$ cat src/rtl/weight_fetch_scheduler.sv
// Walks (od pair, id slice) weight requests for one layer; optional WAIT watchdog under WEIGHT_SCHED_TIMEOUT_EN.
// Latency: request strobe in ISSUE cycle when pe_ready_i; ack/next request one cycle after tiles complete. Backpressure: holds in ISSUE while !pe_ready_i.
module weight_fetch_scheduler #(
  parameter int TIMEOUT_CYCLES = 64
) (
  input  logic       clk,
  input  logic       reset,
  input  logic       start_i,
  input  logic [7:0] total_od_cfg_i,
  input  logic [3:0] total_id_cfg_i,
  input  logic       pe_ready_i,
  input  logic       weight_valid_1_i,
  input  logic       weight_valid_2_i,
  output logic [7:0] total_od_o,
  output logic [7:0] weight_od1_o,
  output logic [3:0] weight_id_o,
  output logic       weight_main_valid_o,
  output logic       tile_ack_o,
  output logic       busy_o,
  output logic       done_o,
  output logic       err_o
);

  typedef enum logic [1:0] {S_IDLE, S_ISSUE, S_WAIT, S_DONE} state_t;

  state_t     state_q, state_d;
  logic [7:0] total_od_q, total_od_d, od1_q, od1_d;
  logic [3:0] total_id_q, total_id_d, id_q, id_d;
  logic       got1_q, got1_d, got2_q, got2_d;
  logic       ack_q, ack_d, err_q, err_d;
  logic       strobe, have1, have2, last_pair, id_wrap, last_req, complete, timeout;
  logic [8:0] od1_next;

  assign strobe    = (state_q == S_ISSUE) && pe_ready_i;
  assign have1     = got1_q | weight_valid_1_i;
  assign have2     = got2_q | weight_valid_2_i;
  // Odd total_od: the final pair has no second channel, so only tile 1 is required.
  assign last_pair = (({1'b0, od1_q} + 9'd1) == {1'b0, total_od_q});
  assign complete  = (state_q == S_WAIT) && have1 && (have2 || last_pair);
  assign id_wrap   = (id_q == (total_id_q - 4'd1));
  assign od1_next  = {1'b0, od1_q} + 9'd2;
  assign last_req  = (od1_next >= {1'b0, total_od_q}) && id_wrap;

`ifdef WEIGHT_SCHED_TIMEOUT_EN
  localparam int CNT_W = $clog2(TIMEOUT_CYCLES + 1);
  logic [CNT_W-1:0] cnt_q, cnt_d;

  // Count includes the strobe cycle, so err_o rises TIMEOUT_CYCLES after the strobe.
  always_comb begin
    cnt_d = cnt_q;
    if (strobe) begin
      cnt_d = CNT_W'(1);
    end else if (state_q == S_WAIT) begin
      cnt_d = cnt_q + CNT_W'(1);
    end
  end

  always_ff @(posedge clk or negedge reset) begin
    if (!reset) begin
      cnt_q <= '0;
    end else begin
      cnt_q <= cnt_d;
    end
  end

  assign timeout = (state_q == S_WAIT) && !complete && (cnt_q >= CNT_W'(TIMEOUT_CYCLES - 1));
`else
  assign timeout = 1'b0;
`endif

  always_comb begin
    state_d    = state_q;
    total_od_d = total_od_q;
    total_id_d = total_id_q;
    od1_d      = od1_q;
    id_d       = id_q;
    got1_d     = got1_q;
    got2_d     = got2_q;
    ack_d      = 1'b0;
    err_d      = err_q;
    case (state_q)
      S_IDLE: begin
        if (start_i) begin
          total_od_d = total_od_cfg_i;
          total_id_d = total_id_cfg_i;
          err_d      = 1'b0;
          if ((total_od_cfg_i == 8'd0) || (total_id_cfg_i == 4'd0)) begin
            state_d = S_DONE;
          end else begin
            od1_d   = 8'd0;
            id_d    = 4'd0;
            state_d = S_ISSUE;
          end
        end
      end
      S_ISSUE: begin
        if (pe_ready_i) begin
          got1_d  = 1'b0;
          got2_d  = 1'b0;
          state_d = S_WAIT;
        end
      end
      S_WAIT: begin
        got1_d = have1;
        got2_d = have2;
        if (complete) begin
          ack_d = 1'b1;
          if (id_wrap) begin
            id_d  = 4'd0;
            od1_d = od1_next[7:0];
          end else begin
            id_d = id_q + 4'd1;
          end
          state_d = last_req ? S_DONE : S_ISSUE;
        end else if (timeout) begin
          err_d   = 1'b1;
          state_d = S_IDLE;
        end
      end
      S_DONE:  state_d = S_IDLE;
      default: state_d = S_IDLE;
    endcase
  end

  always_ff @(posedge clk or negedge reset) begin
    if (!reset) begin
      state_q    <= S_IDLE;
      total_od_q <= 8'd0;
      total_id_q <= 4'd0;
      od1_q      <= 8'd0;
      id_q       <= 4'd0;
      got1_q     <= 1'b0;
      got2_q     <= 1'b0;
      ack_q      <= 1'b0;
      err_q      <= 1'b0;
    end else begin
      state_q    <= state_d;
      total_od_q <= total_od_d;
      total_id_q <= total_id_d;
      od1_q      <= od1_d;
      id_q       <= id_d;
      got1_q     <= got1_d;
      got2_q     <= got2_d;
      ack_q      <= ack_d;
      err_q      <= err_d;
    end
  end

  assign total_od_o          = total_od_q;
  assign weight_od1_o        = od1_q;
  assign weight_id_o         = id_q;
  assign weight_main_valid_o = strobe;
  assign tile_ack_o          = ack_q;
  assign busy_o              = (state_q != S_IDLE);
  assign done_o              = (state_q == S_DONE);
  assign err_o               = err_q;

endmodule

$ cat config.mk
export PLATFORM = sky130hd
export DESIGN_NAME = weight_fetch_scheduler
export DESIGN_NICKNAME = d
export VERILOG_FILES = /design/src/rtl/weight_fetch_scheduler.sv
export SDC_FILE = /design/constraint.sdc
export NUM_CORES = 1
export LEC_CHECK = 0
export ABC_AREA = 1
export CORE_MARGIN = 2
export CORE_UTILIZATION = 29
export CTS_CLUSTER_SIZE = 16
export DETAILED_ROUTE_END_ITERATION = 7
export HOLD_SLACK_MARGIN = 0.02
export PLACE_DENSITY_LB_ADDON = 0.08
export SKIP_LAST_GASP = 1
export SLEW_MARGIN = 5
export SYNTH_ARGS = -nofsm -noshare
export SYNTH_HDL_FRONTEND = slang
export SYNTH_SLANG_ARGS = --single-unit
$ cat constraint.sdc
create_clock -name clk -period 2.69 [get_ports clk]
set_clock_uncertainty 0.15 [all_clocks]
set_input_delay 0.538 -clock clk [delete_from_list [all_inputs] [get_ports clk]]
set_output_delay 0.538 -clock clk [all_outputs]
set_load 0.01 [all_outputs]
==> run summary, run 1 <==
The portion of the clock cycle consumed by the worst path in the final layout is 0.9135. The region available for standard cell placement spans 6026 sq um. For this block, the via count after detailed routing is 1,554. The run finished with clean final reports.

For this design the static power due to leakage is 1.188 nW. The setup path with the least slack is of type primary input to output pin. The number of hold violations in the final report was 0; the met3 layer usage reported by global route was 0.01682. From bottom edge to top edge, the die measures 83.53 um. The worst register-to-register path has a setup slack of 0.37 ns. Detailed placement finished with a half-perimeter wire length of 3.327 mm. For this run, the post-layout net count is 317. IR analysis of the VDD net gives a maximum drop of 0.3649 mV.

The clock-pin slew on the worst setup and hold paths was 0.11 ns; the pin count of the biggest net entering global routing was 29. The worst setup path is launched from a primary input. Synthesis produced 246 cells.

For this run, design rule violations remaining after detail routing come to 0. The Yosys step of the flow raised 0 warnings. By area the synthesized netlist is led by dfrtp_1 (38%), nand2_1 (12%), inv_1 (9.2%), ha_1 (6.8%), o21ai_0 (6.5%). The number of antenna violations at the first check in global routing is 0.

For the final standard cell area without fillers, the log shows 2387 sq um. For the final routed database, the setup TNS stands at 0 ns. The run gives 2 as the deepest clock path buffer count. Among all flip-flop cells after synthesis, the most frequent one is dfrtp_1. The top fanout value on the critical path was 3; the area overhead of the layout relative to synthesis was 30.15%. The worst max-slew margin expressed relative to the limit was 0.5561; the number of instances on the worst hold path was 2. The synthesized design contains 28 register bits. Using the TritonRoute via totals, the vias-per-cell ratio works out to 4.281. The number of setup buffers added after CTS is 0. The die extent in x was 83.53 um; the final wirelength was 4.226 mm. Setup repair after global routing left no endpoint under its margin. The tools report the element type at the critical path end as an output pin.

The logs give 0.2025 for the met1 layer usage reported by global route and 2316 sq um for the cell area after placement. The logs give 0.3820 for the sequential cell area fraction in the yosys report and 1.77 ns for the arrival time at the worst endpoint. The tree built by TritonCTS fans out to 28 sinks.

The tools report the site row count as 28. The logs give 363 for the count of non-filler cells in the finished layout and 0 for the total global routing overflow. Across the run, the number of max-cap violations was 0.

Ranked by instance count, the synthesized netlist is headed by nand2_1 (60), inv_1 (45), dfrtp_1 (28). Area share of the largest cell type after synthesis: 0.3820. The clock reaches the later pin of the worst-skew pair after 0.28 ns.

The tools report the worst-case setup margin in the final layout as 0.2327 ns. The logs give 0.1289 for the total global routing track utilization and 3 for the total CTS buffers. The endpoint required time on the critical path was 2.00 ns. The count of antenna-violating nets left after detailed routing was 0; the number of diodes was 0. The number of H-tree levels was 1. Pin placement for this block handled 43 I/O pins. Counting tap cells, the placed design contains a total of 359 instances.

Derived from the worst setup path, the maximum achievable clock frequency is 407.0 MHz. The run gives 133 as the starting DRC count in detailed routing. After synthesis, the netlist uses 30 different library cells.

The clock period could shrink to 2.457 ns. Type of the worst min-delay path: register to register. After detailed routing, the average wire length per cell comes to 11.64 um. The first detailed-routing pass ran for 4 iterations. Setup violations remaining at the end of the flow were counted as 0.

The average instance in the mapped netlist occupies 7.456 sq um. The mapped netlist covers 1834 sq um. Via count of the first global-routing pass: 1,486.

Routing usage on met2: 0.1855. Before CTS, the worst setup slack after placement is 0.2106 ns. The transition at the pin with the smallest max-transition slack is 0.6643 ns, and the global placer's final weighted congestion is 0.7689. The power density of the placed cells is 944.5 nW/um^2, and the number of flops mapped to enable cells by yosys is 0. The worst register-to-register path has a depth of 14. Gates resized during post-CTS repair numbered 0. The most heavily used metal layer in global routing is met1. The async set or reset register ratio after synthesis was 1.000. The count of buffers added on input and output ports is 40. In this run the clock root is driven by a clkbuf_8. Summed over all instances, the cell type with the most area after synthesis is dfrtp_1. The initial core utilization was 0.3044; the quantity of hold-fixing buffers added after cts was 0. The number of max-slew violations in the final report came out at 0. The first global-routing pass estimated 7.403 mm of wire. The fraction of layout cells with a size suffix above 1 was 0.08333.

In the post-synthesis netlist, the cell with the most instances is nand2_1. The floorplan step defined a die boundary enclosing 6977 sq um. TritonCTS built the clock tree.
## critical path, stage by stage
cell and delay [ns]:
clkdlybuf4s50_1 0.51, inv_1 0.08, nor2_1 0.10, clkdlybuf4s50_1 0.54
## state kept, by name, indices dropped and copies added, names as in the netlist
| name | count |
|---|---|
| got1_q | 1 |
| got2_q | 1 |
| state_q | 2 |
| tile_ack_o | 1 |
| total_id_q | 4 |
| total_od_o | 8 |
| weight_id_o | 4 |
| weight_od1_o | 7 |
## per-layer routing
layer	part of all wire	vias up	routed length [um]
met5	0	-	0
met4	0.0057	0	24
met3	0.034	2	145
met2	0.41	33	1737
met1	0.55	670	2319
li1	-	849	-
## power by group
part / internal, W / total (W) / switching, W / leakage [nW]
Sequential: 0.000566 / 0.000734 / 0.000168 / 0.363
Clock: 0.000199 / 0.000337 / 0.000138 / 0.0357
Combinational: 0.000521 / 0.00118 / 0.000662 / 0.790
Total: 0.00129 / 0.00225 / 0.000969 / 1.19
## path summary, 6_finish.rpt
path / from / end
min reg2reg: total_id_q[3] / total_id_q[3]
min in group asynchronous: reset / total_id_q[3]
max reg2reg: weight_od1_o[2] / state_q[1]
max: pe_ready_i / weight_main_valid_o
max in group asynchronous: reset / weight_od1_o[6]
min: total_id_q[3] / total_id_q[3]
## kinds of logic after synthesis
| kind of cell | after synthesis | synth area share |
|---|---|---|
| simple gates | 103 | 0.2510 |
| buf+inv | 53 | 0.1173 |
| compound gates | 39 | 0.1221 |
| flops | 28 | 0.3820 |
| xor+xnor | 12 | 0.05730 |
| fa+ha+maj | 10 | 0.06821 |
| other cells | 1 | 0.002044 |
## placed cells by master (no fill, tap or decap), types with 3 or more instances in the layout
| cell type | n |
|---|---|
| a21oi_1 | 4 |
| buf_4 | 3 |
| clkbuf_8 | 3 |
| clkdlybuf4s50_1 | 40 |
| dfrtp_1 | 28 |
| ha_1 | 10 |
| inv_1 | 45 |
| nand2_1 | 60 |
| nand2_2 | 5 |
| nand3_1 | 11 |
| nand4_1 | 6 |
| nor2_1 | 14 |
| o21ai_0 | 24 |
| o21ai_2 | 5 |
| xnor2_1 | 3 |
| xor2_1 | 9 |
## per-stage QoR
stage / power [W] / utilization / hold WS [ns]
floorplan: 0.001507 / - / 0.09241
global placement: 0.001937 / 0.3843 / 0.3381
detailed placement: 0.001934 / 0.3843 / 0.3480
CTS: 0.002286 / 0.3962 / 0.3750
global route: 0.002488 / 0.3962 / 0.4054
finish: 0.002255 / 0.3962 / 0.3684
## layout make-up
| class | instances | area (sq um) |
|---|---|---|
| clock buffers | 3 | 41.29 |
| clock inverters | 1 | 30.03 |
| fillers | 659 | 3638 |
| inverters | 47 | 176.4 |
| multi-input cells | 166 | 922.1 |
| flip-flops and latches | 28 | 700.7 |
| well taps | 75 | 93.84 |
| repair buffers | 43 | 422.9 |
(Power assumes the default switching activity.)
==> run 2: changes to the inputs <==
- SETUP_SLACK_MARGIN: default -> 0.2
==> run summary, run 2 (synthesis gave the netlist of run 1 again) <==
The endpoint required time on the critical path came out at 2.72 ns (+0.72 ns). The tools report the number of max-slew violations in the final report as 0 (unchanged). The total of endpoints with negative setup slack in the final report is 0 (unchanged). The detailed-route DRC error count was 0 (unchanged); the transition at the pin with the smallest max-transition slack was 0.6637 ns (-0.0005699 ns). The startpoint type of the worst setup path was a register. The wire length of the first global-routing pass is 7.403 mm (unchanged).

The power density of the placed cells is 941.9 nW/um^2 (-0.27%). Tracing the worst setup path back leads to its startpoint at weight_od1_o[2]. The HPWL after detailed placement is 3.327 mm (unchanged). The die extent in x is 83.53 um (unchanged).

Area overhead of the layout relative to synthesis: 30.56%. The number of H-tree levels was 1 (unchanged). The count of buffers from port buffering was 40 (unchanged); the pin count of the biggest net entering global routing was 29 (unchanged). Number of diodes: 0 (unchanged). The portion of the clock cycle consumed by the worst path in the final layout was 0.8402 (-0.07330); the area inside the core boundary was 6026 sq um (unchanged). The tools report the total CTS buffers as 3 (unchanged).

Number of max-cap violations: 0 (unchanged). The tools report the initial core utilization as 0.3044 (unchanged). For the via count of the first global-routing pass, the log shows 1,486 (unchanged). The fraction of layout cells with a size suffix above 1 works out to 0.09375 (+0.01042).

The critical path in this run is classified as register to register. The run gives 656 (-0.46%) as the count of fill cells added during filler insertion. The count of non-filler cells in the finished layout is 363 (unchanged), and the global placer's final weighted congestion is 0.7689 (unchanged). Deepest clock path buffer count: 2 (unchanged).

The total global routing overflow was 0 (unchanged); the worst reg-to-reg path cell count was 14 (unchanged). The tools report the number of optimization iterations in the first detailed-route pass as 4 (unchanged). The total number of vias was 1,552 (-0.13%). The library cell used most frequently in the layout, excluding fill and tap cells, is nand2_1.

In this run the critical register-to-register path is launched from weight_od1_o[2]. The number of vias per cell came out at 4.275 (-0.13%). The worst setup path is captured at a register. Setup repair after global routing could not meet its margin everywhere. The routed length per placed instance was 11.63 um (-0.12%).

The run gives 0.3974 (+0.001246) as the final standard cell utilization of the core. In this run the worst setup path terminates at state_q[1]. For the starting DRC count in detailed routing, the log shows 92 (-31%).

The leakage power was 1.201 nW (+1.1%); the cell area after placement was 2316 sq um (unchanged). The reg2reg setup slack is 0.43 ns (+0.06 ns). The tree is rooted in a clkbuf_8. The tools report the number of hold violations in the final report as 0 (unchanged).

Final standard cell area without fillers: 2395 sq um (+0.31%). The run gives 0 (unchanged) as the setup fix buffers added after clock tree synthesis. For the highest attainable clock frequency, the log shows 442.5 MHz (+8.7%). The number of antenna violations at the first check in global routing is 0 (unchanged), and the count of antenna-violating nets left after detailed routing is 0 (unchanged). The worst max-slew margin expressed relative to the limit came out at 0.5565 (about the same). The shortest clock period the worst path allows after layout works out to 2.260 ns (-0.1972 ns). For the full die area, the log shows 6977 sq um (unchanged). Setup TNS: 0 ns (unchanged). For the total instance count after detailed placement, the log shows 359 (unchanged).

TritonCTS built the clock tree. The type of the worst min-delay path was register to register. The top cell types in the final layout, fill and taps aside, are nand2_1 (60), inv_1 (45), clkdlybuf4s50_1 (39). The top fanout value on the critical path is 6 (+3). The flow ran to the end, and the final reports show no timing, DRC or antenna violations.

The peak ir drop on the vdd network is 0.3651 mV (about the same), and the clock-pin slew on the worst setup and hold paths is 0.11 ns (about the same). The tools report the worst reg2reg path endpoint as state_q[1]. The tools report the site row count as 28 (unchanged). The run gives 43 (unchanged) as the number of top-level pins. The tools report the number of clock sinks as 28 (unchanged). The latest clock arrival within the worst-skew pair is 0.28 ns (about the same).

Arrival time at the worst endpoint: 2.29 ns (+0.52 ns). Flip-flop count of the largest register, all copies and words added: 8 (unchanged). The worst hold slack is 0.3683 ns (-0.00004000 ns). For the total global routing track utilization, the log shows 0.1289 (unchanged). The number of nets in the finished design came out at 317 (unchanged). The final wirelength is 4.221 mm (-0.12%), and the die height is 83.53 um (unchanged).
## run 2: changes by cell type in the layout (fill, tap and decap cells not counted)
cell	change
dfrtp_1	-2
dfrtp_2	+2
clkdlybuf4s50_1	-1
dlymetal6s2s_1	+1
nor2_1	-1
nor2_2	+1
## run 2: per-layer routing
| metal | share of wire | vias to the layer above | wire, um | global-route usage |
|---|---|---|---|---|
| met5 | 0 | - | 0 | 0 |
| met4 | 0.0057 | 0 | 24 | 0.03079 |
| met3 | 0.040 | 2 | 168 | 0.01682 |
| met2 | 0.41 | 35 | 1744 | 0.1855 |
| met1 | 0.54 | 665 | 2283 | 0.2025 |
| li1 | - | 850 | - | - |
## run 2: power by group
| group | switching (W) | internal (W) |
|---|---|---|
| logic | 0.000661 | 0.000520 |
| clock network | 0.000138 | 0.000199 |
| registers | 0.000169 | 0.000568 |
## run 2: layout make-up
| class | count | area (sq um) | area share |
|---|---|---|---|
| clock buffer | 3 | 41.29 | 0.01724 |
| clock inverter | 1 | 30.03 | 0.01254 |
| inverter | 47 | 176.4 | 0.07367 |
| multi-input combinational | 166 | 924.6 | 0.3861 |
| sequential | 28 | 703.2 | 0.2936 |
| tap | 75 | 93.84 | 0.03918 |
| timing repair buffer | 43 | 425.4 | 0.1776 |
## run 2: timing repair
| item | CTS | global route |
|---|---|---|
| hold buffers | 0 | 0 |
| setup endpoints to repair | 0 | 2 |
| resized for setup | 0 | 4 |
## run 2: worst min-delay path by stage
stage | from | end | slack (ns) | depth (start not counted)
after floorplan | reset | got1_q | 0.09 | 0
after global placement | got1_q | got1_q | 0.34 | 2
after detailed placement | total_id_q[3] | total_id_q[3] | 0.35 | 2
after CTS | total_id_q[3] | total_id_q[3] | 0.38 | 2
after global routing | got2_q | got2_q | 0.41 | 2
final | total_id_q[3] | total_id_q[3] | 0.37 | 2
## run 2: worst max-delay path, stage by stage, from the launching register on
cell	delay, ns
dfrtp_2	0.43
ha_1	0.20
nand3_1	0.12
nor3_1	0.20
xnor2_1	0.15
inv_1	0.07
ha_1	0.28
inv_1	0.07
o211ai_1	0.10
nor2_1	0.10
nand2_1	0.07
nand2_1	0.06
nand3_1	0.06
nand2_1	0.07
nand2_1	0.05
## run 2: per-stage QoR
| stage | setup WS (ns) | power, W |
|---|---|---|
| after floorplan | 0.5338 | 0.001507 |
| after global placement | 0.2316 | 0.001937 |
| after detailed placement | 0.2106 | 0.001934 |
| after CTS | 0.2086 | 0.002286 |
| after global routing | 0.1242 | 0.002491 |
| final | 0.4299 | 0.002256 |
==> run 3: changes to the inputs <==
- clock period: 2.69 -> 2 ns (I/O delays scaled with it)
==> run summary, run 3 (synthesis gave the netlist of run 1 again) <==
The tools report the count of antenna-violating nets left after detailed routing as 0 (unchanged). In the layout the commonest cells are nand2_1 (53), inv_1 (43), buf_4 (43). Number of clock sinks: 28 (unchanged).

The pre-CTS worst setup slack is -0.1653 ns (-0.3759 ns), and the area overhead of the layout relative to synthesis is 58.87%. The count of buffers from port buffering is 40 (unchanged). The flow ran to the end, but the final reports show violations. In this run the clock root is driven by a clkbuf_8. The reg2reg setup slack was -0.09 ns (-0.52 ns). The area inside the core boundary was 6026 sq um (unchanged); the number of vias per cell was 4.359 (+1.9%). The portion of the clock cycle consumed by the worst path in the final layout is 1.046 (+0.2055).

The run gives 29 (unchanged) as the pin count of the biggest net entering global routing. Final wirelength: 4.713 mm (+12%). The die height came out at 83.53 um (unchanged). The flip-flop count of the largest register, all copies and words added works out to 8 (unchanged).

The launching instance or port of the critical path was weight_od1_o[1]. The type of the worst min-delay path is primary input to async pin. For the highest attainable clock frequency, the log shows 478.1 MHz (+8.1%). The critical path is of the register to register type. The logs give 1.540 nW (+28%) for the leakage power and 0 (unchanged) for the total global routing overflow.

The full die area came out at 6977 sq um (unchanged). Capturing element of the worst setup path: state_q[1]. Setup repair after global routing could not meet its margin everywhere. The logs give 0.5289 mV (+45%) for the peak ir drop on the vdd network and 4 (unchanged) for the number of optimization iterations in the first detailed-route pass. The worst setup path is launched from a register. The die extent in x was 83.53 um (unchanged). The number of max-slew violations in the final report is 0 (unchanged), and the total of endpoints with negative setup slack in the final report is 9 (+9). The library cell used most frequently in the layout, excluding fill and tap cells, is nand2_1. The shortest clock period the worst path allows after layout was 2.091 ns (-0.1687 ns).

The routed length per placed instance works out to 11.50 um (-1.1%). The tools report the total CTS buffers as 3 (unchanged). Element type at the critical path end: a register.

For the number of antenna violations at the first check in global routing, the log shows 0 (unchanged). The total global routing track utilization was 0.1383 (+0.009482). The checks that failed: setup timing. The worst reg-to-reg path cell count is 13 (-1), and the total number of vias is 1,787 (+15%). The startpoint of the worst-slack reg-to-reg timing path was weight_od1_o[1].

The latest clock arrival within the worst-skew pair was 0.28 ns (about the same); the initial core utilization was 0.3044 (unchanged). The clock-pin slew on the worst setup and hold paths works out to 0.11 ns (about the same). The tools report the number of nets in the finished design as 364 (+15%). The worst reg2reg path endpoint is state_q[1]. The endpoint required time on the critical path is 2.04 ns (-0.68 ns). The HPWL after detailed placement was 3.534 mm (+6.2%). The run gives 8.045 mm (+8.7%) as the wire length of the first global-routing pass. Number of hold violations in the final report: 0 (unchanged).

TritonCTS built the clock tree. The fraction of layout cells with a size suffix above 1 was 0.2896 (+0.1958). The tools report the starting DRC count in detailed routing as 78 (-15%). The logs give -0.09141 ns (-0.5213 ns) for the worst-case setup margin in the final layout and 1,739 (+17%) for the via count of the first global-routing pass.

For the number of max-cap violations, the log shows 0 (unchanged). Power density of the placed cells: 1252 nW/um^2 (+33%). The top fanout value on the critical path is 2 (-4), and the number of top-level pins is 43 (unchanged). The logs give 0.7649 (-0.52%) for the global placer's final weighted congestion and 623 (-5.0%) for the count of fill cells added during filler insertion. Setup TNS: -0.3400 ns (-0.3400 ns).

Quantity of hold-fixing buffers added after cts: 0 (unchanged). The tools report the arrival time at the worst endpoint as 2.13 ns (-0.16 ns). The number of diodes is 0 (unchanged). The site row count was 28 (unchanged). The detailed-route DRC error count came out at 0 (unchanged). The deepest clock path buffer count came out at 2 (unchanged). Number of H-tree levels: 1 (unchanged).
## run 3: changes by cell type in the layout (fill, tap and decap cells not counted), sizes merged
cell / delta
buf: +48
clkbuf: +1
clkdlybuf4s15: +1
clkdlybuf4s50: -15
dlygate4sd2: +9
dlymetal6s2s: +3
## run 3: power by group
group,internal (W),switching (W)
Combinational,0.00110,0.00113
Sequential,0.000764,0.000194
Clock,0.000268,0.000196
## run 3: how the worst min path moves through the flow
stage	depth (start not counted)	end	from	slack, ns
2_1_floorplan	0	got1_q	reset	-0.05
5_1_grt	2	total_od_o[6]	reset	0.38
6_report	2	total_od_o[6]	reset	0.34
3_5_place_dp	2	got1_q	got1_q	0.33
4_1_cts	2	total_od_o[6]	reset	0.36
3_3_place_gp	2	got1_q	got1_q	0.33
## run 3: cell type report
class	count	area, sq um	area share
multi-input combinational	166	1039	0.3564
timing repair buffer	90	824.5	0.2830
sequential	28	706.9	0.2426
inverter	47	178.9	0.06140
tap	75	93.84	0.03220
clock buffer	3	41.29	0.01417
clock inverter	1	30.03	0.01030
## run 3: stage by stage
step,utilization,hold slack [ns],total power [W],instance area (sq um),std cells
2_1_floorplan,-,-0.04559,0.002047,1864,247
3_3_place_gp,0.4244,0.3277,0.002812,2557,386
3_5_place_dp,0.4244,0.3343,0.002824,2557,386
4_1_cts,0.4747,0.3623,0.003584,2860,408
5_1_grt,0.4836,0.3759,0.003976,2914,410
6_report,0.4836,0.3449,0.003648,2914,410
## run 3: routing by layer
layer  up-vias  share of wire  track usage
li1        943              -            -
met1       810           0.50       0.1945
met2        30           0.46       0.2243
met3         4          0.033      0.02275
met4         0         0.0066      0.03079
met5         -              0            0
## run 3: worst max-delay path, stage by stage (launching register included)
cell,delay (ns)
dfrtp_2,0.38
buf_6,0.11
nand3_2,0.11
nor2_2,0.14
xor2_1,0.20
ha_1,0.28
a21oi_1,0.13
o211ai_1,0.10
nor2_1,0.12
nand2_1,0.07
nand2_1,0.05
nand3_1,0.06
nand2_1,0.06
nand2_1,0.05
## run 3: timing repair
action / 4_1_cts / 5_1_grt
pin swaps: 10 / 4
endpoints found under the setup margin: 34 / 23
resized for setup: 34 / 20
gates cloned: 1 / 0
setup buffers: 17 / 2
